## src/rtl/cordic_result_router.sv

```systemverilog
// Return path of the shared CORDIC: per-mode tag FIFOs record the issuing client,
// and results are routed into per-client holding registers with a valid/ack handshake.
module cordic_result_router #(
    parameter int unsigned DATA_WIDTH    = 16,
    parameter int unsigned ANGLE_WIDTH   = 16,
    parameter int unsigned CORDIC_STAGES = 16,
    parameter int unsigned TAG_DEPTH     = 4
) (
    input  logic                       clk,
    input  logic                       rst,
    input  logic [1:0]                 block,
    input  logic                       flush,
    input  logic                       cordic_vec_en,
    input  logic                       cordic_rot_en,
    input  logic                       cordic_vec_done,
    input  logic [DATA_WIDTH-1:0]      cordic_vec_xout,
    input  logic [ANGLE_WIDTH-1:0]     cordic_vec_angle_out,
    input  logic [CORDIC_STAGES-1:0]   cordic_vec_microRot_out,
    input  logic                       cordic_rot_done,
    input  logic [DATA_WIDTH-1:0]      cordic_rot_xout,
    input  logic [DATA_WIDTH-1:0]      cordic_rot_yout,
    input  logic [3:0]                 vec_ack,
    input  logic [3:0]                 rot_ack,
    output logic [3:0]                 vec_vld,
    output logic [4*DATA_WIDTH-1:0]    vec_mag,
    output logic [4*ANGLE_WIDTH-1:0]   vec_angle,
    output logic [4*CORDIC_STAGES-1:0] vec_microRot,
    output logic [3:0]                 rot_vld,
    output logic [4*DATA_WIDTH-1:0]    rot_xout,
    output logic [4*DATA_WIDTH-1:0]    rot_yout,
    output logic [3:0]                 vec_ovf,
    output logic [3:0]                 rot_ovf,
    output logic                       err_tagfull,
    output logic                       err_orphan,
    output logic                       busy
);
    localparam int unsigned PW = $clog2(TAG_DEPTH);
    localparam int unsigned CW = PW + 1;

    logic [1:0]    vec_tags [TAG_DEPTH];
    logic [1:0]    rot_tags [TAG_DEPTH];
    logic [PW-1:0] vec_wptr, vec_rptr, rot_wptr, rot_rptr;
    logic [CW-1:0] vec_cnt, rot_cnt;

    logic vec_full, vec_empty, rot_full, rot_empty;
    logic vec_push, vec_pop, rot_push, rot_pop;
    logic [3:0] vec_load, rot_load;

    // Pop is evaluated on the pre-push state; a pop frees room for a same-cycle push.
    always_comb begin
        vec_full  = (vec_cnt == CW'(TAG_DEPTH));
        vec_empty = (vec_cnt == '0);
        rot_full  = (rot_cnt == CW'(TAG_DEPTH));
        rot_empty = (rot_cnt == '0);
        vec_pop   = cordic_vec_done & ~vec_empty & ~flush;
        rot_pop   = cordic_rot_done & ~rot_empty & ~flush;
        vec_push  = cordic_vec_en & (~vec_full | vec_pop) & ~flush;
        rot_push  = cordic_rot_en & (~rot_full | rot_pop) & ~flush;
        vec_load  = vec_pop ? (4'b0001 << vec_tags[vec_rptr]) : 4'b0000;
        rot_load  = rot_pop ? (4'b0001 << rot_tags[rot_rptr]) : 4'b0000;
    end

    always_ff @(posedge clk) begin
        if (vec_push) vec_tags[vec_wptr] <= block;
        if (rot_push) rot_tags[rot_wptr] <= block;
    end

    always_ff @(posedge clk or posedge rst) begin
        if (rst) begin
            vec_wptr    <= '0;
            vec_rptr    <= '0;
            vec_cnt     <= '0;
            rot_wptr    <= '0;
            rot_rptr    <= '0;
            rot_cnt     <= '0;
            vec_vld     <= '0;
            rot_vld     <= '0;
            vec_ovf     <= '0;
            rot_ovf     <= '0;
            err_tagfull <= 1'b0;
            err_orphan  <= 1'b0;
        end else if (flush) begin
            vec_wptr    <= '0;
            vec_rptr    <= '0;
            vec_cnt     <= '0;
            rot_wptr    <= '0;
            rot_rptr    <= '0;
            rot_cnt     <= '0;
            vec_vld     <= '0;
            rot_vld     <= '0;
            vec_ovf     <= '0;
            rot_ovf     <= '0;
            err_tagfull <= 1'b0;
            err_orphan  <= 1'b0;
        end else begin
            if (vec_push) vec_wptr <= vec_wptr + 1'b1;
            if (vec_pop)  vec_rptr <= vec_rptr + 1'b1;
            if (rot_push) rot_wptr <= rot_wptr + 1'b1;
            if (rot_pop)  rot_rptr <= rot_rptr + 1'b1;
            vec_cnt <= vec_cnt + CW'(vec_push) - CW'(vec_pop);
            rot_cnt <= rot_cnt + CW'(rot_push) - CW'(rot_pop);
            // A same-cycle ack consumes the old result, so the reload is not an overflow.
            vec_vld <= vec_load | (vec_vld & ~vec_ack);
            rot_vld <= rot_load | (rot_vld & ~rot_ack);
            vec_ovf <= vec_ovf | (vec_load & vec_vld & ~vec_ack);
            rot_ovf <= rot_ovf | (rot_load & rot_vld & ~rot_ack);
            err_tagfull <= err_tagfull | (cordic_vec_en & vec_full & ~vec_pop)
                                       | (cordic_rot_en & rot_full & ~rot_pop);
            err_orphan  <= err_orphan | (cordic_vec_done & vec_empty)
                                      | (cordic_rot_done & rot_empty);
        end
    end

    // Result data survives flush; only reset clears it.
    always_ff @(posedge clk or posedge rst) begin
        if (rst) begin
            vec_mag      <= '0;
            vec_angle    <= '0;
            vec_microRot <= '0;
            rot_xout     <= '0;
            rot_yout     <= '0;
        end else begin
            for (int i = 0; i < 4; i++) begin
                if (vec_load[i]) begin
                    vec_mag[i*DATA_WIDTH +: DATA_WIDTH]          <= cordic_vec_xout;
                    vec_angle[i*ANGLE_WIDTH +: ANGLE_WIDTH]      <= cordic_vec_angle_out;
                    vec_microRot[i*CORDIC_STAGES +: CORDIC_STAGES] <= cordic_vec_microRot_out;
                end
                if (rot_load[i]) begin
                    rot_xout[i*DATA_WIDTH +: DATA_WIDTH] <= cordic_rot_xout;
                    rot_yout[i*DATA_WIDTH +: DATA_WIDTH] <= cordic_rot_yout;
                end
            end
        end
    end

    assign busy = (vec_cnt != '0) | (rot_cnt != '0);

endmodule

```

## config.mk

```make
export PLATFORM = sky130hd
export DESIGN_NAME = cordic_result_router
export DESIGN_NICKNAME = d
export VERILOG_FILES = /design/src/rtl/cordic_result_router.sv
export SDC_FILE = /design/constraint.sdc
export NUM_CORES = 1
export LEC_CHECK = 0
export ABC_AREA = 1
export CORE_MARGIN = 2
export CORE_UTILIZATION = 39
export CTS_CLUSTER_DIAMETER = 30
export DETAILED_ROUTE_END_ITERATION = 7
export GPL_ROUTABILITY_DRIVEN = 0
export PLACE_DENSITY = 0.76
export REMOVE_ABC_BUFFERS = 1
export SLEW_MARGIN = 20
export SYNTH_ARGS = -nofsm -noshare
export SYNTH_HDL_FRONTEND = slang
export SYNTH_SLANG_ARGS = --single-unit
export TNS_END_PERCENT = 30
```

## constraint.sdc

```tcl
create_clock -name clk -period 11.75 [get_ports clk]
set_input_delay 1.175 -clock clk [delete_from_list [all_inputs] [get_ports clk]]
set_output_delay 1.175 -clock clk [all_outputs]
set_load 0.02 [all_outputs]
```

==> impl_results.md <==
- CP startpoint kind: input pin
- TritonCTS clock tree: built
- Post-DP Area: 0.0189 mm²
- Final hold vios: 0
- Per-cell routed wire length: 17.8 µm
- Cts bufs inserted: 77
- Die height: 196 µm
- Worst setup margin: 7920 ps
- CP endpoint kind: flip-flop
- DRT Pass-1 Iters: 5
- Diodes inserted: 0
- Die area: 0.0385 mm²
- YS warnings: 0
- Grt ovf: 0
- Final nets: 1,945
- Vias per inst: 4.95
- Pwr dens: 308 mW/mm²
- Final HPWL DP: 27,200 µm
- Post-route design area: 0.0215 mm²
- Filler cells: 2,861
- DP Worst Slack: 7390 ps
- RSZ-0062 raised after global routing: no
- DRC violations left: 0
- Postcts setup bufs: 0
- Register area share after synthesis: 64.5%
- Reg2Reg Depth: 7
- CTS H-tree lvls: 3
- Die width: 196 µm
- Fmax achieved: 261 MHz
- Port Buf Inserts: 435
- Worst reg2reg startpoint: vec_rptr[0]$_DFFE_PP0P_
- Setup TNS: 0 ps
- Area delta synth->final: 49.2%
- Final min period: 3830 ps
- HP Start: rot_yout[24]$_DFFE_PP0N_
- Worst-skew pair later-pin latency: 570 ps
- Clk_skew: 15.1 ps
- CP Class: input pin to flip-flop
- Class of the worst hold path: flip-flop to flip-flop
- Global-route wire length before repair: 66,600 µm
- Mapped Area: 0.0144 mm²
- Setup Viol. Count Final: 0
- Status: complete, no violations
- Syn Area/Cell: 10.4 µm²
- Drt initial violations: 541
- Layout cells sized above 1: 12.3%
- Non-Filler Instances: 2,365
- Routed Antenna Nets: 0
- Placed insts: 2,223
- Initial Utilization: 39.4%
- Reg2reg end: vec_mag[37]$_DFFE_PP0N_
- Flop-to-flop setup slack: 9250 ps
- Post-CTS Hold Buffers: 0
- Post-synth cell types: 31
- Actual slew at the worst max-slew pin: 1090 ps
- Antenna violations before repair: 1
- Flops & latches, synth: 368
- Worst-path maximum fanout: 24
- MaxCap Viol Count: 0
- Rows: 70
- Vias post-DR: 11,700
- Largest net degree at the start of global routing: 174
- Core Util, Final: 58.8%
- Post-CTS resize count: 0
- Clk root buf: clkbuf_16
- Max VDD drop: 183 µV
- Worst-path clk slew: 50 ps
- Slew headroom: 27.0%
- Count of clock tree sinks: 368
- P_leak: 9.90 nW
- Hold depth: 2
- # IOs: 436
- Req. time, crit path: 12,220 ps
- Total wire length: 42,100 µm
- Period utilization: 32.6%
- Worst Hold End: rot_yout[24]$_DFFE_PP0N_
- Clk buf depth: 3
- Final Slew Violations: 0
- Vias in the first global route: 12,200
- Post-Synthesis Cells: 1,384
- Core ar.: 0.0365 mm²
- Critical path arrival: 4300 ps
- GRT Overall Usage: 22.0%
[state kept, by name (all words and copies together), names as in the netlist]
register	cells
vec_angle	64
rot_vld	4
vec_mag	64
err_tagfull	1
err_orphan	1
vec_vld	4
rot_yout	64
vec_cnt	3
rot_cnt	3
rot_ovf	4
rot_wptr	2
vec_rptr	2
rot_tags	8
rot_rptr	2
vec_ovf	4
rot_xout	64
vec_microRot	64
vec_tags	8
vec_wptr	2
[layout make-up]
type	instances	area [µm²]	area share (%)
Sequential cell	368	9290	43.3
Tap cell	468	586	2.73
Clock inverter	49	537	2.50
Inverter	143	552	2.57
Timing Repair Buffer	444	4430	20.6
Clock buffer	93	2090	9.72
Multi-Input combinational cell	800	3990	18.6
[worst max-delay path, cell delays in order]
cell	delay (ps)
clkdlybuf4s50_1	880
inv_2	460
nand3_4	190
nand2_1	130
nand3_1	200
ha_1	350
inv_1	60
ha_1	140
inv_1	50
fa_1	370
and3_1	180
nor3_1	120
[layout by cell type (no fill, tap or decap), types with 24 or more instances in the layout]
master,synthesis,final
clkbuf_16,0,78
clkdlybuf4s50_1,0,435
dfrtp_1,352,352
inv_1,138,137
nand2_1,349,347
nand3_1,26,24
o21ai_0,154,154
o21ai_1,122,122
o21ai_2,50,50
[power breakdown]
part | internal (mW) | total (mW) | switching, mW
clock network | 1.45 | 2.15 | 0.705
logic | 1.07 | 2.39 | 1.33
registers | 1.76 | 2.06 | 0.303
[synthesized netlist by cell type]
cell type  instances  area (µm²)
inv_2              2        7.51
nor2_2             2        12.5
o21ai_2           50         438
fa_1               2        40.0
and3_1             2        12.5
nand3_2            3        30.0
nor2_8             1        20.0
inv_4              3        18.8
o21ai_1          122         611
nand2_1          349        1310
nand3_4            3        52.6
nand4_1            5        31.3
a21oi_1           22         110
clkbuf_1          22        82.6
nand2_2           15        93.8
edfxtp_1          16         480
nand3_1           26         130
buf_6             39         439
inv_1            138         518
buf_4              4        30.0
buf_2              6        30.0
ha_1              12         150
nor3_1             4        20.0
buf_1              2        7.51
o21ai_0          154         771
nand2_4            3        33.8
nor2_1            22        82.6
a31o_2             1        8.76
nor2_4             1        11.3
dfrtp_1          352        8810
nand3b_1           1        7.51
[metal layers]
metal | vias up | share of wire, % | GRT usage [%]
li1 | 5398 | - | -
met1 | 5727 | 39 | 26.1
met2 | 507 | 48 | 35.9
met3 | 74 | 11 | 8.63
met4 | 2 | 2.9 | 9.12
met5 | - | 0.031 | 0
[worst max-delay path by stage]
| stage | startpoint | end | slack (ps) |
|---|---|---|---|
| final | flush | vec_cnt[2]$_DFF_PP0_ | 7920 |
| after global routing | flush | vec_cnt[2]$_DFF_PP0_ | 7680 |
| after CTS | flush | vec_angle[33]$_DFFE_PP0N_ | 7970 |
| after detailed placement | flush | vec_cnt[2]$_DFF_PP0_ | 7390 |
| after global placement | flush | vec_cnt[2]$_DFF_PP0_ | 7500 |
| after floorplan | rst | err_orphan$_DFF_PP0_ | 810 |
[cells by family (layout without fill, tap and decap cells)]
group,after synthesis,after routing,synth area share (%)
AO/OA/AOI/OAI,349,349,13.5
buffers and inverters,216,729,7.87
flip-flops,368,368,64.5
AND/OR/NAND/NOR,437,437,12.8
adder cells (fa/ha/maj),14,14,1.32
[stage by stage]
stage	power [mW]	hold slack, ps
5_1_grt	6.94	497
3_5_place_dp	4.43	468
6_report	6.61	477
4_1_cts	6.65	481
2_1_floorplan	3.19	516
3_3_place_gp	4.36	465
Power figures use the tool's default switching activity.
